File: src/rtl/decode_stage.sv
`default_nettype none
// ============================================================================
// Module   : decode_stage
// Summary  : Registered instruction-decode stage between fetch and execute.
//            Splits 9-bit instructions into ALU / data-class fields, inserts
//            load-use bubbles, flags HALT and reserved encodings, and counts
//            dispatched instructions. Valid/ready handshake on both sides.
// Revision : 1.0 - initial release
// ============================================================================
// ALU opcode map (bit8 = 0, opcode in [7:5]):
//   000 kADD  001 kLSL  010 kLSR  011 kXOR  100 kAND  101 kOR  110 kSET  111 kSUB
// kSET carries a 5-bit immediate in [4:0] instead of a register field.
// HALT is dispatched as a data-class op with data_op = 01 (the otherwise
// unused data opcode slot), so execute can recognise it.
module decode_stage #(
  parameter int BUBBLE_CYCLES = 1,
  parameter int CNT_W         = 16
) (
  input  logic             clk,
  input  logic             rst_n,
  input  logic [8:0]       in_instr,
  input  logic             in_valid,
  output logic             in_ready,
  output logic             out_valid,
  input  logic             out_ready,
  output logic             is_alu,
  output logic [2:0]       alu_op,
  output logic [1:0]       data_op,
  output logic             is_flag,
  output logic [2:0]       reg_a,
  output logic [2:0]       reg_b,
  output logic [4:0]       imm5,
  output logic             halted,
  output logic             illegal,
  output logic [CNT_W-1:0] dispatch_cnt
);

  // FSM state encoding
  localparam logic [1:0] c_ST_RUN    = 2'd0;
  localparam logic [1:0] c_ST_FULL   = 2'd1;
  localparam logic [1:0] c_ST_BUBBLE = 2'd2;
  localparam logic [1:0] c_ST_HALT   = 2'd3;

  // ALU opcodes referenced by the decoder
  localparam logic [2:0] c_OP_ADD = 3'b000;
  localparam logic [2:0] c_OP_SET = 3'b110;

  // Data-class opcodes
  localparam logic [1:0] c_DOP_MOVE  = 2'b00;
  localparam logic [1:0] c_DOP_HALT  = 2'b01;
  localparam logic [1:0] c_DOP_STORE = 2'b10;
  localparam logic [1:0] c_DOP_LOAD  = 2'b11;

  // Bubble configuration; a zero setting disables load-use stalls entirely
  localparam logic       c_HAS_BUBBLE = (BUBBLE_CYCLES > 0);
  localparam logic [1:0] c_BUB_INIT   = 2'(BUBBLE_CYCLES);
  localparam logic [CNT_W-1:0] c_CNT_ONE = CNT_W'(1);

  // FSM and bubble counter
  logic [1:0] r_state;
  logic [1:0] w_nextState;
  logic [1:0] r_bubbleCnt;

  // Registered decoded fields for the instruction held in FULL
  logic       r_isAlu;
  logic [2:0] r_aluOp;
  logic [1:0] r_dataOp;
  logic       r_isFlag;
  logic [2:0] r_regA;
  logic [2:0] r_regB;
  logic [4:0] r_imm5;
  logic       r_isLoad;
  logic       r_isHalt;

  // Sticky status and dispatch counter
  logic             r_illegal;
  logic [CNT_W-1:0] r_dispatchCnt;

  // Combinational decode of the incoming instruction
  logic       w_decIsAlu;
  logic [2:0] w_decAluOp;
  logic [1:0] w_decDataOp;
  logic       w_decIsFlag;
  logic [2:0] w_decRegA;
  logic [2:0] w_decRegB;
  logic [4:0] w_decImm5;
  logic       w_decIsLoad;
  logic       w_decIsHalt;
  logic       w_decIllegal;

  // Handshake events
  logic w_accept;
  logic w_dispatch;

  // Field extraction from the raw 9-bit instruction; reserved codes become kADD r0
  always_comb begin
    w_decIsAlu   = 1'b0;
    w_decAluOp   = 3'b000;
    w_decDataOp  = 2'b00;
    w_decIsFlag  = 1'b0;
    w_decRegA    = 3'b000;
    w_decRegB    = 3'b000;
    w_decImm5    = 5'b00000;
    w_decIsLoad  = 1'b0;
    w_decIsHalt  = 1'b0;
    w_decIllegal = 1'b0;
    if (!in_instr[8]) begin
      w_decIsAlu = 1'b1;
      w_decAluOp = in_instr[7:5];
      if (in_instr[7:5] == c_OP_SET) begin
        w_decImm5 = in_instr[4:0];
      end else begin
        w_decRegA = in_instr[4:2];
      end
    end else begin
      case (in_instr[7:6])
        2'b00: begin
          w_decDataOp = c_DOP_MOVE;
          w_decIsFlag = in_instr[5];
          w_decRegA   = in_instr[4:2];
        end
        2'b10: begin
          w_decDataOp = c_DOP_STORE;
          w_decRegA   = in_instr[5:3];
          w_decRegB   = in_instr[2:0];
        end
        2'b11: begin
          w_decDataOp = c_DOP_LOAD;
          w_decRegA   = in_instr[5:3];
          w_decRegB   = in_instr[2:0];
          w_decIsLoad = 1'b1;
        end
        default: begin
          if (&in_instr[5:0]) begin
            w_decDataOp = c_DOP_HALT;
            w_decIsHalt = 1'b1;
          end else begin
            w_decIsAlu   = 1'b1;
            w_decAluOp   = c_OP_ADD;
            w_decIllegal = 1'b1;
          end
        end
      endcase
    end
  end

  // State register
  always_ff @(posedge clk or negedge rst_n) begin
    if (!rst_n) begin
      r_state <= c_ST_RUN;
    end else begin
      r_state <= w_nextState;
    end
  end

  // Next-state logic
  always_comb begin
    w_nextState = r_state;
    case (r_state)
      c_ST_RUN: begin
        if (in_valid) begin
          w_nextState = c_ST_FULL;
        end
      end
      c_ST_FULL: begin
        if (out_ready) begin
          if (r_isLoad && c_HAS_BUBBLE) begin
            w_nextState = c_ST_BUBBLE;
          end else if (r_isHalt) begin
            w_nextState = c_ST_HALT;
          end else if (in_valid) begin
            w_nextState = c_ST_FULL;
          end else begin
            w_nextState = c_ST_RUN;
          end
        end
      end
      c_ST_BUBBLE: begin
        if (r_bubbleCnt <= 2'd1) begin
          w_nextState = c_ST_RUN;
        end
      end
      default: begin
        w_nextState = c_ST_HALT;
      end
    endcase
  end

  // Handshake outputs per state; FULL only passes through when the held op cannot stall
  always_comb begin
    in_ready  = 1'b0;
    out_valid = 1'b0;
    halted    = 1'b0;
    case (r_state)
      c_ST_RUN: begin
        in_ready = 1'b1;
      end
      c_ST_FULL: begin
        out_valid = 1'b1;
        in_ready  = out_ready & ~(r_isLoad & c_HAS_BUBBLE) & ~r_isHalt;
      end
      c_ST_HALT: begin
        halted = 1'b1;
      end
      default: begin
        in_ready = 1'b0;
      end
    endcase
  end

  assign w_accept   = in_valid & in_ready;
  assign w_dispatch = out_valid & out_ready;

  // Load-use bubble countdown, armed when a LOAD leaves the stage
  always_ff @(posedge clk or negedge rst_n) begin
    if (!rst_n) begin
      r_bubbleCnt <= 2'd0;
    end else if (w_dispatch && r_isLoad && c_HAS_BUBBLE) begin
      r_bubbleCnt <= c_BUB_INIT;
    end else if (r_state == c_ST_BUBBLE && r_bubbleCnt != 2'd0) begin
      r_bubbleCnt <= r_bubbleCnt - 2'd1;
    end
  end

  // Decoded-field holding register, loaded on every accepted instruction
  always_ff @(posedge clk or negedge rst_n) begin
    if (!rst_n) begin
      r_isAlu  <= 1'b0;
      r_aluOp  <= 3'b000;
      r_dataOp <= 2'b00;
      r_isFlag <= 1'b0;
      r_regA   <= 3'b000;
      r_regB   <= 3'b000;
      r_imm5   <= 5'b00000;
      r_isLoad <= 1'b0;
      r_isHalt <= 1'b0;
    end else if (w_accept) begin
      r_isAlu  <= w_decIsAlu;
      r_aluOp  <= w_decAluOp;
      r_dataOp <= w_decDataOp;
      r_isFlag <= w_decIsFlag;
      r_regA   <= w_decRegA;
      r_regB   <= w_decRegB;
      r_imm5   <= w_decImm5;
      r_isLoad <= w_decIsLoad;
      r_isHalt <= w_decIsHalt;
    end
  end

  // Sticky illegal flag, raised when a reserved encoding is accepted
  always_ff @(posedge clk or negedge rst_n) begin
    if (!rst_n) begin
      r_illegal <= 1'b0;
    end else if (w_accept && w_decIllegal) begin
      r_illegal <= 1'b1;
    end
  end

  // Dispatch counter; wraps naturally at all-ones
  always_ff @(posedge clk or negedge rst_n) begin
    if (!rst_n) begin
      r_dispatchCnt <= '0;
    end else if (w_dispatch) begin
      r_dispatchCnt <= r_dispatchCnt + c_CNT_ONE;
    end
  end

  assign is_alu       = r_isAlu;
  assign alu_op       = r_aluOp;
  assign data_op      = r_dataOp;
  assign is_flag      = r_isFlag;
  assign reg_a        = r_regA;
  assign reg_b        = r_regB;
  assign imm5         = r_imm5;
  assign illegal      = r_illegal;
  assign dispatch_cnt = r_dispatchCnt;

endmodule
`default_nettype wire

File: config.mk
export PLATFORM = sky130hd
export DESIGN_NAME = decode_stage
export DESIGN_NICKNAME = d
export VERILOG_FILES = /design/src/rtl/decode_stage.sv
export SDC_FILE = /design/constraint.sdc
export NUM_CORES = 1
export LEC_CHECK = 0
export ABC_AREA = 1
export BUFFER_PORTS_ARGS = -buffer_cell sky130_fd_sc_hd__buf_2
export CAP_MARGIN = 20
export CELL_PAD_IN_SITES_DETAIL_PLACEMENT = 1
export CELL_PAD_IN_SITES_GLOBAL_PLACEMENT = 1
export CORE_UTILIZATION = 38
export CTS_CLUSTER_DIAMETER = 50
export DETAILED_ROUTE_END_ITERATION = 6
export GPL_ROUTABILITY_DRIVEN = 0
export PLACE_DENSITY_LB_ADDON = 0.1
export SLEW_MARGIN = 25
export SYNTH_ARGS = -nofsm -noshare
export SYNTH_HDL_FRONTEND = slang
export SYNTH_SLANG_ARGS = --single-unit
File: constraint.sdc
create_clock -name clk -period 1.8 [get_ports clk]
set_clock_uncertainty 0.2 [all_clocks]
set_input_delay 0.09 -clock clk [delete_from_list [all_inputs] [get_ports clk]]
set_output_delay 0.09 -clock clk [all_outputs]
set_load 0.03 [all_outputs]
==> Word level (Yosys, flattened, before mapping) <==
Index checks and enable logic that the tools add are counted.
{ "totals": {"elab_cells": 76, "regBits": 41, "inputBits": 13} }
{ "classes": {"addsub": 2, "n_bitwise": 6, "n_mux": 34, "magnitude_cmp": 1, "eq_ne": 9, "n_reduce_logical": 11} }
{ "ops": {"columns": ["cell", "n"], "rows": [
  ["$add 16x1->16 const B", 1],
  ["$mux 2", 8],
  ["$mux 1", 15],
  ["$mux 3", 5],
  ["$pmux 2 s3", 2],
  ["$mux 5", 2],
  ["$eq 2x2->1 const B", 4],
  ["$ne 2x2->1 const B", 3],
  ["$pmux 3 s2", 1],
  ["$reduce_and 6->1", 1],
  ["$and 1x1->1", 4],
  ["$logic_not 2->1", 2],
  ["$reduce_bool 2->1", 2],
  ["$eq 3x3->1 const B", 1],
  ["$logic_and 1x1->1", 3],
  ["$reduce_and 3->1", 1],
  ["$reduce_or 3->1", 1],
  ["$eq 2x1->1 const B", 1],
  ["$le 2x1->1 const B", 1],
  ["$not 1->1", 2],
  ["$pmux 1 s2", 1],
  ["$reduce_or 2->1", 1],
  ["$sub 2x1->2 const B", 1]
]} }

==> Longest topological paths before layout <==
{ "depth": {"ltp_word": 6, "mapped_depth": 9, "depth_no_buf": 9} }

==> Worst setup path before layout <==
Ideal clock, no wire load.
{ "synth_timing": {"path_kind": "reg-to-reg", "from": "register r_state[1]", "to": "register r_aluOp[1], in the netlist alu_op[1]", "path_stages_with_launch": 8, "setup_slack_ps": 121, "period_less_slack_ps": 1679, "required_ps": 1479, "setup_time_ps": 121, "arrival_time_ps": 1358, "path_cell_list": "dfrtp_1 inv_1 nand2_1 o21ai_2 nand2_2 buf_2 nand2_1 o21ai_1"} }
{ "synth_via": {"elab_chain_len": 3, "word_cells_on_any_way": 4} }
{ "synth_rtl": {"columns": ["item", "line", "source"], "rows": [
  ["start: declaration", "60", "logic [1:0] r_state;"],
  ["start signal: assignment", "150", "r_state <= c_ST_RUN;"],
  ["start signal: assignment", "152", "r_state <= w_nextState;"],
  ["$eq 2x1->1 or $logic_not 2->1 (tied branches)", "194", "case (r_state)"],
  ["$pmux 1 s2 *", "194", null],
  ["via in_ready", "23", "output logic in_ready,"],
  ["$and 1x1->1 *", "211", "assign w_accept = in_valid & in_ready;"],
  ["end signal: assignment", "239", "r_aluOp <= w_decAluOp;"],
  ["end: declaration", "66", "logic [2:0] r_aluOp;"]
]} }
The timed path passes the listed nets; every way through them passes the cells marked *.
A chain may end at the register's enable or synchronous reset.

==> Worst setup path in the final report <==
{ "layout_timing": {"from": "register r_state[1]", "to": "output in_ready"} }
{ "layout_via": {"elab_chain_len": 2, "word_cells_on_any_way": 3} }
{ "layout_rtl": {"columns": ["item", "line"], "rows": [
  ["$eq 2x1->1 or $logic_not 2->1 (tied branches)", "194"],
  ["$pmux 1 s2 *", "194"],
  ["end: declaration", "23"]
]} }
Mark *: on every way between the ends. The rest lies on a longest branch, timed or not.

==> results.md <==
* Status: completed
* Min Tclk post-route at 1.67 ns
* Vias at 1967
* Combinational Power Share at 0.417
* Yosys top cell area share at 0.481
* CTS buffer count at 5
* Int Power at 1.81 mW
* Syn avg cell area at 7.93 um^2
* WL final at 5.48 mm
* Rows at 26
* Largest net degree at the start of global routing at 22
* Area leader, netlist: dfrtp_1
* CP arrival at 1.38 ns
* Net Count, Synth at between 200 and 300
* Routed Antenna Nets at 0
* Die Y at 76.9 um
* # diodes at 0
* Largest fanout on the critical path at 4
* Starting Density at 0.405
* #FFs+latches synth at just over 40
* Final Hold Fails at 0
* Placed Area at 0.00249 mm^2
* Storage cell area at 0.00103 mm^2
* Startpoint types: flop
* Clock Path Buffers at 2
* Worst vdd ir at 0.537 mV
* Die X-Extent at 76.9 um
* Cell count of the worst reg-to-reg path at 7
* Slew Viols, Final at 0
* Seq pwr share at 0.399
* Synth Flop Type: dfrtp_1
* Synth cell count leaders: nand2_1, dfrtp_1, inv_1, nor2_1
* Postcts setup bufs at 0
* Worst-margin pin slew at around 0.49 ns
* PD cells at ~1200 mW/mm^2
* Port buffer count at 50
* Placeable Area at 0.00527 mm^2
* Synth warnings at 0
* Most frequent cell after synthesis: nand2_1
* Fillers at 688
* Clk_lat worst skew at 0.30 ns
* Setup slack, reg-to-reg at 0.16 ns
* Share of cells above drive strength 1 at 0.239
* Final Total Pwr at 3.30 mW
* Netlist cell types at 30
* Crit Path Class: reg -> out
* Antenna violations before repair at 0
* Post-synth ARST share at 1.00
* Sequential area share after synthesis at 0.481
* FF-to-FF Start: r_state[1]$_DFFE_PN0P_
* RSZ-0062 raised after global routing: no
* Multi-input gate area at around 970 um^2
* P_leak at between 1 and 1.5 nW
* Slew headroom at 0.673
* Placed cells at 389
* Worst EP required at 1.51 ns
* First-pass GRT wire length at ~9.5 mm
* Vias per Instance at 4.81
* GRT overflow at 0
* P_sw at approximately 1.5 mW
* Layout Nets at ~350
* Fin crit share at 0.927
* HPWL Detailed at 4.15 mm
* Post-Syn Area at 0.00213 mm^2
* GR Util All Layers at 0.210
* Clock network power share at 0.183
* DRC viols at 0
* EDFF count, synth at 0
* Final Cell Area at 0.00271 mm^2
* Clk sinks at 41
* Crit path launch: r_state[1]$_DFFE_PN0P_
* Clock transition at path regs at about 0.080 ns
* Drt initial violations at 75
* Clk root buf: clkbuf_8
* Vias in the first global route at 2029
* CP endpoint kind: primary output
* HP Class: in -> async
* Area growth from synthesis to layout at 27.0%
* H-tree Lvls at 2
* Post-Layout Cell Count at 409
* # IOs at 51
* Max Clk Rate at 599 MHz
* Sw Ratio at 0.452
* DRT Pass-1 Iters at 4
* Top cells by area, synth: dfrtp_1, nand2_1, inv_1
* WL per Instance at about 13 um
* Maxcap violations at 0
* TNS Setup at 0 ns
* Clock tree from TritonCTS: yes
* Die area at 0.00592 mm^2
* Post-Synthesis Cells at 269
* Final setup fails at 0
==> registers in the layout (all words and copies together), names as in the netlist <==
| register | flops |
|---|---|
| is_flag | 1 |
| data_op | 2 |
| dispatch_cnt | 16 |
| r_isHalt | 1 |
| reg_b | 3 |
| r_bubbleCnt | 2 |
| imm5 | 5 |
| reg_a | 3 |
| illegal | 1 |
| alu_op | 3 |
| r_isLoad | 1 |
| r_state | 2 |
| is_alu | 1 |
==> layout by cell type, fill, tap and decap left out, drive strengths merged <==
cell type	count
nor2	29
dfrtp	41
nor3	4
nand4	3
ha	3
xnor2	4
o21ai	22
xor2	6
o21bai	1
o22ai	1
a22oi	2
nand3	15
clkinv	3
nand2	97
o31ai	1
clkinvlp	1
o211ai	1
dlygate4sd3	12
clkbuf	5
buf	54
inv	33
a21oi	1
==> power by group through the flow <==
stage | Sequential, mW | Combinational (mW) | Clock [mW]
6_report | 1.32 | 1.38 | 0.604
4_1_cts | 1.32 | 1.38 | 0.627
3_5_place_dp | 1.34 | 1.36 | 0
5_1_grt | 1.35 | 1.51 | 0.662
3_3_place_gp | 1.33 | 1.33 | 0
2_1_floorplan | 1.64 | 0.615 | 0
==> stage by stage <==
step	hold slack [ns]	util	setup slack, ns
floorplan	-0.406	-	0.121
global placement	-0.129	0.473	0.190
detailed placement	-0.121	0.473	0.116
CTS	0.0839	0.513	0.104
global route	0.119	0.514	0.0293
finish	0.0878	0.514	0.131
==> kinds of logic after synthesis <==
logic type	Yosys count	share of synthesized area
and+or+nand+nor	148	0.314
buffers and inverters	38	0.0686
AOI/OAI and AO/OA	29	0.0780
DFF	41	0.481
adders and majority gates	3	0.0176
xor gates and xnor gates	10	0.0411
==> routing by layer <==
layer,global-route usage,part of all wire,up-vias,wire (um)
met4,0.0750,0.012,0,67
met5,0,0,-,0
met2,0.363,0.52,36,2830
met3,0.0512,0.034,7,184
li1,-,-,974,-
met1,0.251,0.44,950,2400
==> layout make-up <==
class	instances	share of cell area
tap	70	0.0323
multi-input combinational	190	0.358
timing repair buffer	66	0.152
inverter	34	0.0471
clock inverter	3	0.00647
sequential	41	0.379
clock buffer	5	0.0254
==> worst max-delay path: stages (launching register included) <==
cell,delay (ns)
dfrtp_1,0.43
inv_1,0.13
nand2_1,0.08
o21ai_2,0.19
buf_2,0.24
==> what timing repair did <==
action / in CTS / in global routing
hold buffers: 12 / 0
endpoints found under the hold margin: 59 / 0
gates resized for setup: 0 / 2
endpoints found under the setup margin: 0 / 1
==> final timing paths <==
check	endpoint
worst max register to register	imm5[2]$_DFFE_PN0P_
max in group asynchronous	alu_op[2]$_DFFE_PN0P_
worst max-delay path	in_ready
min in group clk	illegal$_DFFE_PN0P_
worst min-delay path	r_state[0]$_DFFE_PN0P_
worst min register to register	illegal$_DFFE_PN0P_
Power figures use the tool's default switching activity.
